File: config.mk
export PLATFORM = sky130hd
export DESIGN_NAME = cla_adder_nbit
export DESIGN_NICKNAME = d
export VERILOG_FILES = /design/src/rtl/cla_adder_nbit.sv
export SDC_FILE = /design/constraint.sdc
export NUM_CORES = 1
export LEC_CHECK = 0
export CAP_MARGIN = 25
export CORE_AREA = 5 5 42 44
export CTS_CLUSTER_DIAMETER = 50
export DETAILED_ROUTE_END_ITERATION = 6
export DIE_AREA = 0 0 47 49
export SLEW_MARGIN = 15
export SYNTH_ARGS = -nofsm -noshare
export SYNTH_HDL_FRONTEND = slang
export SYNTH_SLANG_ARGS = --single-unit
File: constraint.sdc
create_clock -name clk -period 1.7 [get_ports clk]
set_input_delay 0.17 -clock clk [delete_from_list [all_inputs] [get_ports clk]]
set_output_delay 0.17 -clock clk [all_outputs]
set_load 0.02 [all_outputs]
File: src/rtl/cla_adder_nbit.sv
`default_nettype none
// ============================================================================
// Module      : cla_adder_nbit
// Description : Registered N-bit carry-lookahead adder.
//               {c_out, s_out} = a_in + b_in + c_in, exact modulo 2^(NUMBITS+1).
//               Each 4-bit leaf group forms bit propagate/generate terms,
//               two-level sum-of-products internal carries and group P/G.
//               A group-level carry unit chains the leaves. When NUMBITS is not
//               a multiple of 4, the top group is zero-extended internally.
//               Optional build macro: CLA_INPUT_REG_EN adds an input register
//               stage for a_in, b_in, c_in and in_valid. Latency becomes 2 and
//               throughput stays 1/cycle.
// Ports       : clk       - clock, rising-edge active
//               rst_n     - asynchronous, active-low reset
//               in_valid  - operands valid this cycle
//               a_in      - operand A, unsigned, NUMBITS wide
//               b_in      - operand B, unsigned, NUMBITS wide
//               c_in      - carry in
//               out_valid - s_out/c_out hold a new result (one cycle per result)
//               s_out     - sum, NUMBITS wide
//               c_out     - carry out of bit NUMBITS-1
// Parameters  : NUMBITS   - operand/sum width, any value >= 1
// Revision    : 1.0 - initial release
// ============================================================================
module cla_adder_nbit #(
    parameter int NUMBITS = 4
) (
    input  logic               clk,
    input  logic               rst_n,
    input  logic               in_valid,
    input  logic [NUMBITS-1:0] a_in,
    input  logic [NUMBITS-1:0] b_in,
    input  logic               c_in,
    output logic               out_valid,
    output logic [NUMBITS-1:0] s_out,
    output logic               c_out
);

    // Number of 4-bit leaf groups and the zero-extended internal width.
    localparam int c_num_groups = (NUMBITS + 3) / 4;
    localparam int c_pad_width  = c_num_groups * 4;

    // Operands as seen by the lookahead logic (direct or registered).
    logic [NUMBITS-1:0] w_op_a;
    logic [NUMBITS-1:0] w_op_b;
    logic               w_op_c;
    logic               w_op_valid;

    // ------------------------------------------------------------------------
    // Optional input register stage
    // ------------------------------------------------------------------------
`ifdef CLA_INPUT_REG_EN
    logic [NUMBITS-1:0] r_a_q;
    logic [NUMBITS-1:0] w_a_d;
    logic [NUMBITS-1:0] r_b_q;
    logic [NUMBITS-1:0] w_b_d;
    logic               r_cin_q;
    logic               w_cin_d;
    logic               r_in_valid_q;
    logic               w_in_valid_d;

    // Operands are captured every cycle; only the valid tag decides whether
    // the output stage later loads them.
    always_comb begin
        w_a_d        = a_in;
        w_b_d        = b_in;
        w_cin_d      = c_in;
        w_in_valid_d = in_valid;
    end

    always_ff @(posedge clk or negedge rst_n) begin
        if (!rst_n) begin
            r_a_q        <= '0;
            r_b_q        <= '0;
            r_cin_q      <= 1'b0;
            r_in_valid_q <= 1'b0;
        end else begin
            r_a_q        <= w_a_d;
            r_b_q        <= w_b_d;
            r_cin_q      <= w_cin_d;
            r_in_valid_q <= w_in_valid_d;
        end
    end

    assign w_op_a     = r_a_q;
    assign w_op_b     = r_b_q;
    assign w_op_c     = r_cin_q;
    assign w_op_valid = r_in_valid_q;
`else
    assign w_op_a     = a_in;
    assign w_op_b     = b_in;
    assign w_op_c     = c_in;
    assign w_op_valid = in_valid;
`endif

    // ------------------------------------------------------------------------
    // Zero extension to a whole number of leaf groups
    // ------------------------------------------------------------------------
    logic [c_pad_width-1:0] w_a_pad;
    logic [c_pad_width-1:0] w_b_pad;

    always_comb begin
        w_a_pad                = '0;
        w_b_pad                = '0;
        w_a_pad[NUMBITS-1:0]   = w_op_a;
        w_b_pad[NUMBITS-1:0]   = w_op_b;
    end

    // Bit-level propagate / generate.
    logic [c_pad_width-1:0] w_p;
    logic [c_pad_width-1:0] w_g;

    assign w_p = w_a_pad ^ w_b_pad;
    assign w_g = w_a_pad & w_b_pad;

    // w_c[i] is the carry into bit i; w_c[c_pad_width] is the padded carry out.
    logic [c_pad_width:0]    w_c;
    // w_gc[k] is the carry into group k, produced by the group carry unit.
    logic [c_num_groups:0]   w_gc;
    logic [c_num_groups-1:0] w_grp_p;
    logic [c_num_groups-1:0] w_grp_g;

    assign w_gc[0] = w_op_c;

    // ------------------------------------------------------------------------
    // 4-bit CLA leaf groups and the group-level carry chain
    // ------------------------------------------------------------------------
    for (genvar k = 0; k < c_num_groups; k++) begin : g_group
        logic [3:0] w_lp;
        logic [3:0] w_lg;
        logic       w_ci;

        assign w_lp = w_p[4*k +: 4];
        assign w_lg = w_g[4*k +: 4];
        assign w_ci = w_gc[k];

        // Internal carries flattened to two-level sum-of-products so every
        // bit carry depends only on the group carry-in, never on a ripple.
        assign w_c[4*k]   = w_ci;
        assign w_c[4*k+1] = w_lg[0]
                          | (w_lp[0] & w_ci);
        assign w_c[4*k+2] = w_lg[1]
                          | (w_lp[1] & w_lg[0])
                          | (w_lp[1] & w_lp[0] & w_ci);
        assign w_c[4*k+3] = w_lg[2]
                          | (w_lp[2] & w_lg[1])
                          | (w_lp[2] & w_lp[1] & w_lg[0])
                          | (w_lp[2] & w_lp[1] & w_lp[0] & w_ci);

        // Group propagate / generate, independent of the carry-in.
        assign w_grp_p[k] = &w_lp;
        assign w_grp_g[k] = w_lg[3]
                          | (w_lp[3] & w_lg[2])
                          | (w_lp[3] & w_lp[2] & w_lg[1])
                          | (w_lp[3] & w_lp[2] & w_lp[1] & w_lg[0]);

        // Group carry unit.
        assign w_gc[k+1] = w_grp_g[k] | (w_grp_p[k] & w_gc[k]);
    end

    assign w_c[c_pad_width] = w_gc[c_num_groups];

    // With a padded top group the carries above bit NUMBITS carry no
    // information (operands are zero there); they are collected here only so
    // they are visibly consumed.
    if (c_pad_width > NUMBITS) begin : g_pad_sink
        logic w_unused_pad_carry;
        assign w_unused_pad_carry = ^w_c[c_pad_width:NUMBITS+1];
    end else begin : g_no_pad_sink
    end

    // Sum bits and the true carry into bit NUMBITS (not the padded group carry).
    logic [NUMBITS-1:0] w_sum;
    logic               w_carry;

    assign w_sum   = w_p[NUMBITS-1:0] ^ w_c[NUMBITS-1:0];
    assign w_carry = w_c[NUMBITS];

    // ------------------------------------------------------------------------
    // Output register: loads on valid, holds otherwise
    // ------------------------------------------------------------------------
    logic [NUMBITS-1:0] r_s_q;
    logic [NUMBITS-1:0] w_s_d;
    logic               r_co_q;
    logic               w_co_d;
    logic               r_valid_q;
    logic               w_valid_d;

    always_comb begin
        w_s_d     = r_s_q;
        w_co_d    = r_co_q;
        w_valid_d = w_op_valid;
        if (w_op_valid) begin
            w_s_d  = w_sum;
            w_co_d = w_carry;
        end
    end

    always_ff @(posedge clk or negedge rst_n) begin
        if (!rst_n) begin
            r_s_q     <= '0;
            r_co_q    <= 1'b0;
            r_valid_q <= 1'b0;
        end else begin
            r_s_q     <= w_s_d;
            r_co_q    <= w_co_d;
            r_valid_q <= w_valid_d;
        end
    end

    assign s_out     = r_s_q;
    assign c_out     = r_co_q;
    assign out_valid = r_valid_q;

endmodule
`default_nettype wire

==> results of run 1 <==
-- synthesized netlist by cell type (all sizes together) --
| cell type | n |
|---|---|
| dfrtp | 6 |
| inv | 5 |
| nand4b | 1 |
| mux2i | 1 |
| o21a | 1 |
| a21o | 1 |
| nand2 | 1 |
| o21ai | 3 |
| fa | 1 |
| ha | 4 |
| nand2b | 1 |
| nand4 | 1 |
| a211oi | 2 |
| xnor2 | 1 |
| o2111ai | 1 |
| a21oi | 2 |
| o22ai | 1 |
| nor2 | 1 |
| mux2 | 1 |
| a211o | 1 |
| nand3b | 1 |
| buf | 1 |
-- power groups by stage --
stage	combinational, W	clock [W]	sequential (W)
after CTS	0.000185	0.000126	0.000177
final	0.000182	0.000123	0.000176
after detailed placement	0.000185	0	0.000178
after global placement	0.000184	0	0.000178
after floorplan	0.0000662	0	0.000206
after global routing	0.000200	0.000134	0.000180
-- final cells by class --
| class | count | area [sq um] |
|---|---|---|
| fill | 147 | 785 |
| inverter | 5 | 18.8 |
| tap | 16 | 20.0 |
| sequential | 6 | 150 |
| timing repair buffer | 19 | 185 |
| clock buffer | 3 | 22.5 |
| multi-input combinational | 26 | 220 |
-- per-layer routing --
layer / vias to the layer above / global-route usage, % / part of all wire [%]
met2: 10 / 11.1 / 48
met3: 2 / 1.11 / 5.1
met4: 0 / 6.91 / 2.5
li1: 179 / - / -
met1: 170 / 9.84 / 44
met5: - / 0 / 0
-- flip-flops by register name, summed over array words and instances (netlist names) --
| signal | flops |
|---|---|
| s_out | 4 |
| c_out | 1 |
| out_valid | 1 |
-- worst max-delay path by stage --
| stage | to | slack [ns] | cells past startpoint |
|---|---|---|---|
| 3_3_place_gp | s_out[1] | 0.06 | 5 |
| 4_1_cts | s_out[1] | 0.27 | 5 |
| 6_report | s_out[1] | 0.28 | 5 |
| 3_5_place_dp | s_out[1] | 0.02 | 5 |
| 5_1_grt | s_out[2] | 0.24 | 5 |
| 2_1_floorplan | s_out[1] | 0.58 | 4 |
-- cell families (layout without fill, tap and decap cells) --
family / after synthesis / in the layout / synth area share, %
AO/OA/AOI/OAI: 12 / 12 / 21.3
flip-flops: 6 / 6 / 38.1
AND/OR/NAND/NOR: 6 / 6 / 9.21
buffers and inverters: 6 / 27 / 6.03
adder cells (fa/ha/maj): 5 / 5 / 17.8
multiplexers: 2 / 2 / 5.40
XOR/XNOR: 1 / 1 / 2.22
-- through the flow --
step | setup WS, ns | hold slack (ns)
after floorplan | 0.579 | -0.126
after global placement | 0.0603 | 0.429
after detailed placement | 0.0247 | 0.428
after CTS | 0.273 | 0.176
after global routing | 0.240 | 0.188
final | 0.283 | 0.169
==> metrics.md, run 1 <==
| Metric | Value |
|---|---|
| Outcome | finished, final reports clean |
| Comb pwr share | 37.9% |
| Worst path arrival time | 1.54 ns |
| Final Power | 0.000481 W |
| N_diodes | 0 |
| R2R Path End | s_out[1] |
| Beginning of the critical path | a_in[0] |
| Final TNS setup | 0 ns |
| Gr usage total | 7.86% |
| Final worst path period share | 83.3% |
| Worst-Skew Late Latency | 0.23 ns |
| Worst min path class | in -> async |
| DRC violations left | 0 |
| Initial antenna violation count | 0 |
| Leakage Power | 0.273 nW |
| Total congestion overflow | 0 |
| Initial drt markers | 5 |
| Crit path max-delay cell type | clkdlybuf4s50_1 |
| Post-Layout Inst Area | 617 sq um |
| Total Wirelength | 788 um |
| Kind of critical path | in -> reg |
| Yosys warnings | 0 |
| Final core utilization | 44.0% |
| Die width | 47 um |
| Fin cells | 75 |
| R2R depth | 1 |
| Power share of the sequential group | 36.5% |
| Total I/O pin count | 18 |
| Routability cong. | 0.763 |
| R2R setup slack | 0.96 ns |
| Hold Fails Final Rpt | 0 |
| Hold_buf cts | 0 |
| ANT nets after route | 0 |
| P&R area growth vs syn | 56.5% |
| Sw Ratio | 28.3% |
| Setup bufs post-CTS | 0 |
| Pwr dens | 780 nW/um^2 |
| Area leader, netlist | dfrtp_1 |
| Clk sinks | 6 |
| DP Area | 594 sq um |
| Vias | 361 |
| Post-DP HPWL | 680 um |
| Number of distinct library cells after synthesis | 24 |
| Root buffer cell | clkbuf_4 |
| Port Buffers | 17 |
| Max Cap Viol | 0 |
| Maximum number of pins on one net before global-route repair | 12 |
| Part of the power in the clock network | 25.5% |
| Reg clk slew, reported paths | 0.04 ns |
| Post-CTS sizing | 0 |
| Most common cell after layout, fill and taps aside | clkdlybuf4s50_1 |
| Max Buffers Root-to-Sink | 2 |
| Switch Pwr | 0.000136 W |
| R2r startpoint | s_out[1] |
| Tmin final | 1.42 ns |
| Initial cell density of the core | 28.1% |
| DIE AREA | 2300 sq um |
| Top-area cell type share of the netlist area | 38.1% |
| Number of global-route vias before repair | 347 |
| TritonRoute pass-1 iters | 4 |
| Mapped Area | 394 sq um |
| CP Max Fanout | 2 |
| Count of pins over their slew limit | 0 |
| Syn_nets | 55 |
| Core Footprint | 1400 sq um |
| Final setup fails | 0 |
| Slew headroom | 82.8% |
| CP startpoint kind | input pin |
| Most frequent cells in the layout | clkdlybuf4s50_1 (17), dfrtp_1 (6), inv_1 (5), ha_1 (4), clkbuf_4 (3) |
| Critical path capture point type | register |
| Fmax | 706 MHz |
| Clk_skew | 0 ns |
| CP required | 1.82 ns |
| Critical path cell sequence | clkdlybuf4s50_1, inv_1, fa_1, xnor2_1, mux2_2 |
| Row count | 14 |
| Post-synthesis sequential area ratio | 38.1% |
| CTS tree | done |
| Critical path buffers and inverters | 2 |
| Via density | 4.81 |
| Average wire per standard cell | 10.5 um |
| Die Ht | 49 um |
| Avg Synthesized Cell Area | 10.4 sq um |
| H-tree depth | 1 |
| RSZ-0062 raised after global routing | false |
| Worst Tran Pin Value | 0.258 ns |
| Synth Register Bits | 6 |
| VDD IR max | 0.207 mV |
| Cell family with most CP delay | buffers and inverters |
| P_int | 0.000345 W |
| Critical Path Max Stage Delay | 0.48 ns |
| Main area contributors after synthesis | dfrtp_1 (38%), ha_1 (13%), fa_1 (5.1%), inv_1 (4.8%), a211oi_2 (3.2%) |
| Num CTS Buffers | 3 |
| First-pass GRT wire length | 1.30 mm |
| Post-Synthesis Cells | 38 |
| Dpl cells | 72 |
| Nets | 78 |
| Share of layout cells above drive strength 1 | 11.9% |
No activity file was read; power rests on OpenSTA's default activity.
==> inputs of run 2 (changes only) <==
==> constraint.sdc (replaced) <==
create_clock -name clk -period 1.4 [get_ports clk]
set_input_delay 0.14 -clock clk [delete_from_list [all_inputs] [get_ports clk]]
set_output_delay 0.14 -clock clk [all_outputs]
set_load 0.02 [all_outputs]
==> run 2 against run 1 <==
Sequential share of layout area decreased by 0.29 points. First-iteration DRC count down 80%. Global-route usage fell by 0.56 points. Power rose by 22%. Clock power grew 20%. Critical endpoint is now c_out. Final cell count is the same. Non-clock buffer count unchanged. Setup slack worse by 0.24 ns. Highest routed layer unchanged.
==> metrics.md, run 2 (synthesis gave the netlist of run 1 again) <==
| Metric | Value |
|---|---|
| H-tree depth | 1 |
| Worst Tran Pin Value | 0.260 ns |
| Clk_skew | 0 ns |
| Max reg flops | 4 |
| Area of the multi-input gates | 228 sq um |
| Share of layout cells above drive strength 1 | 15.3% |
| Max Buffers Root-to-Sink | 2 |
| Max Cap Viol | 0 |
| Final setup fails | 0 |
| Core Footprint | 1400 sq um |
| Leakage Power | 0.274 nW |
| Post-Layout Inst Area | 624 sq um |
| Count of pins over their slew limit | 0 |
| Row count | 14 |
| TritonRoute pass-1 iters | 2 |
| Reg clk slew, reported paths | 0.04 ns |
| Final Power | 0.000587 W |
| Hold Fails Final Rpt | 0 |
| Routability cong. | 0.750 |
| Initial antenna violation count | 0 |
| CP Max Fanout | 3 |
| Total congestion overflow | 0 |
| Kind of critical path | in -> reg |
| Via density | 4.80 |
| Final worst path period share | 96.6% |
| Critical path capture point type | register |
| CTS tree | done |
| DP Area | 594 sq um |
| Most common cell after layout, fill and taps aside | clkdlybuf4s50_1 |
| Vias | 360 |
| Die Ht | 49 um |
| First-pass GRT wire length | 1.21 mm |
| Clk sinks | 6 |
| Post-DP HPWL | 689 um |
| Num CTS Buffers | 3 |
| Tmin final | 1.35 ns |
| Post-CTS sizing | 0 |
| Outcome | finished, final reports clean |
| Total I/O pin count | 18 |
| Fmax | 739 MHz |
| Worst path arrival time | 1.47 ns |
| Die width | 47 um |
| Most frequent cells in the layout | clkdlybuf4s50_1 (17), dfrtp_1 (6), inv_1 (5), ha_1 (4), clkbuf_4 (3) |
| Slew headroom | 82.6% |
| VDD IR max | 0.378 mV |
| Initial drt markers | 1 |
| CP startpoint kind | input pin |
| Worst min path class | in -> async |
| ANT nets after route | 0 |
| Initial cell density of the core | 28.1% |
| Setup bufs post-CTS | 0 |
| DRC violations left | 0 |
| P&R area growth vs syn | 58.4% |
| Maximum number of pins on one net before global-route repair | 8 |
| Total Wirelength | 782 um |
| Root buffer cell | clkbuf_4 |
| Port Buffers | 17 |
| Number of global-route vias before repair | 320 |
| Filler Cells Inserted | 148 |
| Average wire per standard cell | 10.4 um |
| N_diodes | 0 |
| Gr usage total | 7.30% |
| CP required | 1.52 ns |
| Worst-Skew Late Latency | 0.23 ns |
| DIE AREA | 2300 sq um |
| Pwr dens | 939 nW/um^2 |
| RSZ-0062 raised after global routing | false |
| Nets | 78 |
| Hold_buf cts | 0 |
| Register area | 150 sq um |
[run 2: metrics by stage]
step | TNS (ns) | hold slack, ns | std cells | util (%) | setup slack [ns]
2_1_floorplan | 0 | -0.156 | 38 | - | 0.309
3_3_place_gp | -0.762 | 0.398 | 72 | 42.4 | -0.209
3_5_place_dp | -0.831 | 0.396 | 72 | 42.4 | -0.234
4_1_cts | 0 | 0.144 | 75 | 44.0 | 0.0144
5_1_grt | 0 | 0.160 | 75 | 44.6 | 0.0138
6_report | 0 | 0.140 | 75 | 44.6 | 0.0475
[run 2: area by class of cell]
class	instances	area share, %
multi-input combinational	26	36.5
timing repair buffer	19	29.7
sequential	6	24.0
clock buffer	3	3.61
tap	16	3.21
inverter	5	3.01
[run 2: where the power goes]
group          switching (W)  internal, W
clock              0.0000512    0.0000962
sequential         0.0000126     0.000201
combinational       0.000102     0.000123
total               0.000166     0.000420
[run 2: metal layers]
metal  track usage (%)  wire length, um  share of wire [%]  up-vias
met1              8.74              339                 43      163
met3              1.11               51                6.5        4
met4              6.91               29                3.7        0
li1                  -                -                  -      180
met5                 0                0                  0        -
met2              10.4              362                 46       13
[run 2: worst max-delay path, stage by stage]
cell	delay [ns]
clkdlybuf4s50_1	0.43
ha_1	0.35
a211o_1	0.32
a21oi_1	0.15
o21ai_1	0.08
[run 2: worst paths after layout]
kind	cells after the start	start	to	slack, ns
min	1	rst_n	out_valid	0.14
max in group asynchronous	1	rst_n	c_out	1.05
max	5	a_in[0]	c_out	0.05
min in group clk	2	s_out[3]	s_out[3]	0.49
max reg2reg	1	s_out[1]	s_out[1]	0.66
min reg2reg	2	s_out[3]	s_out[3]	0.49
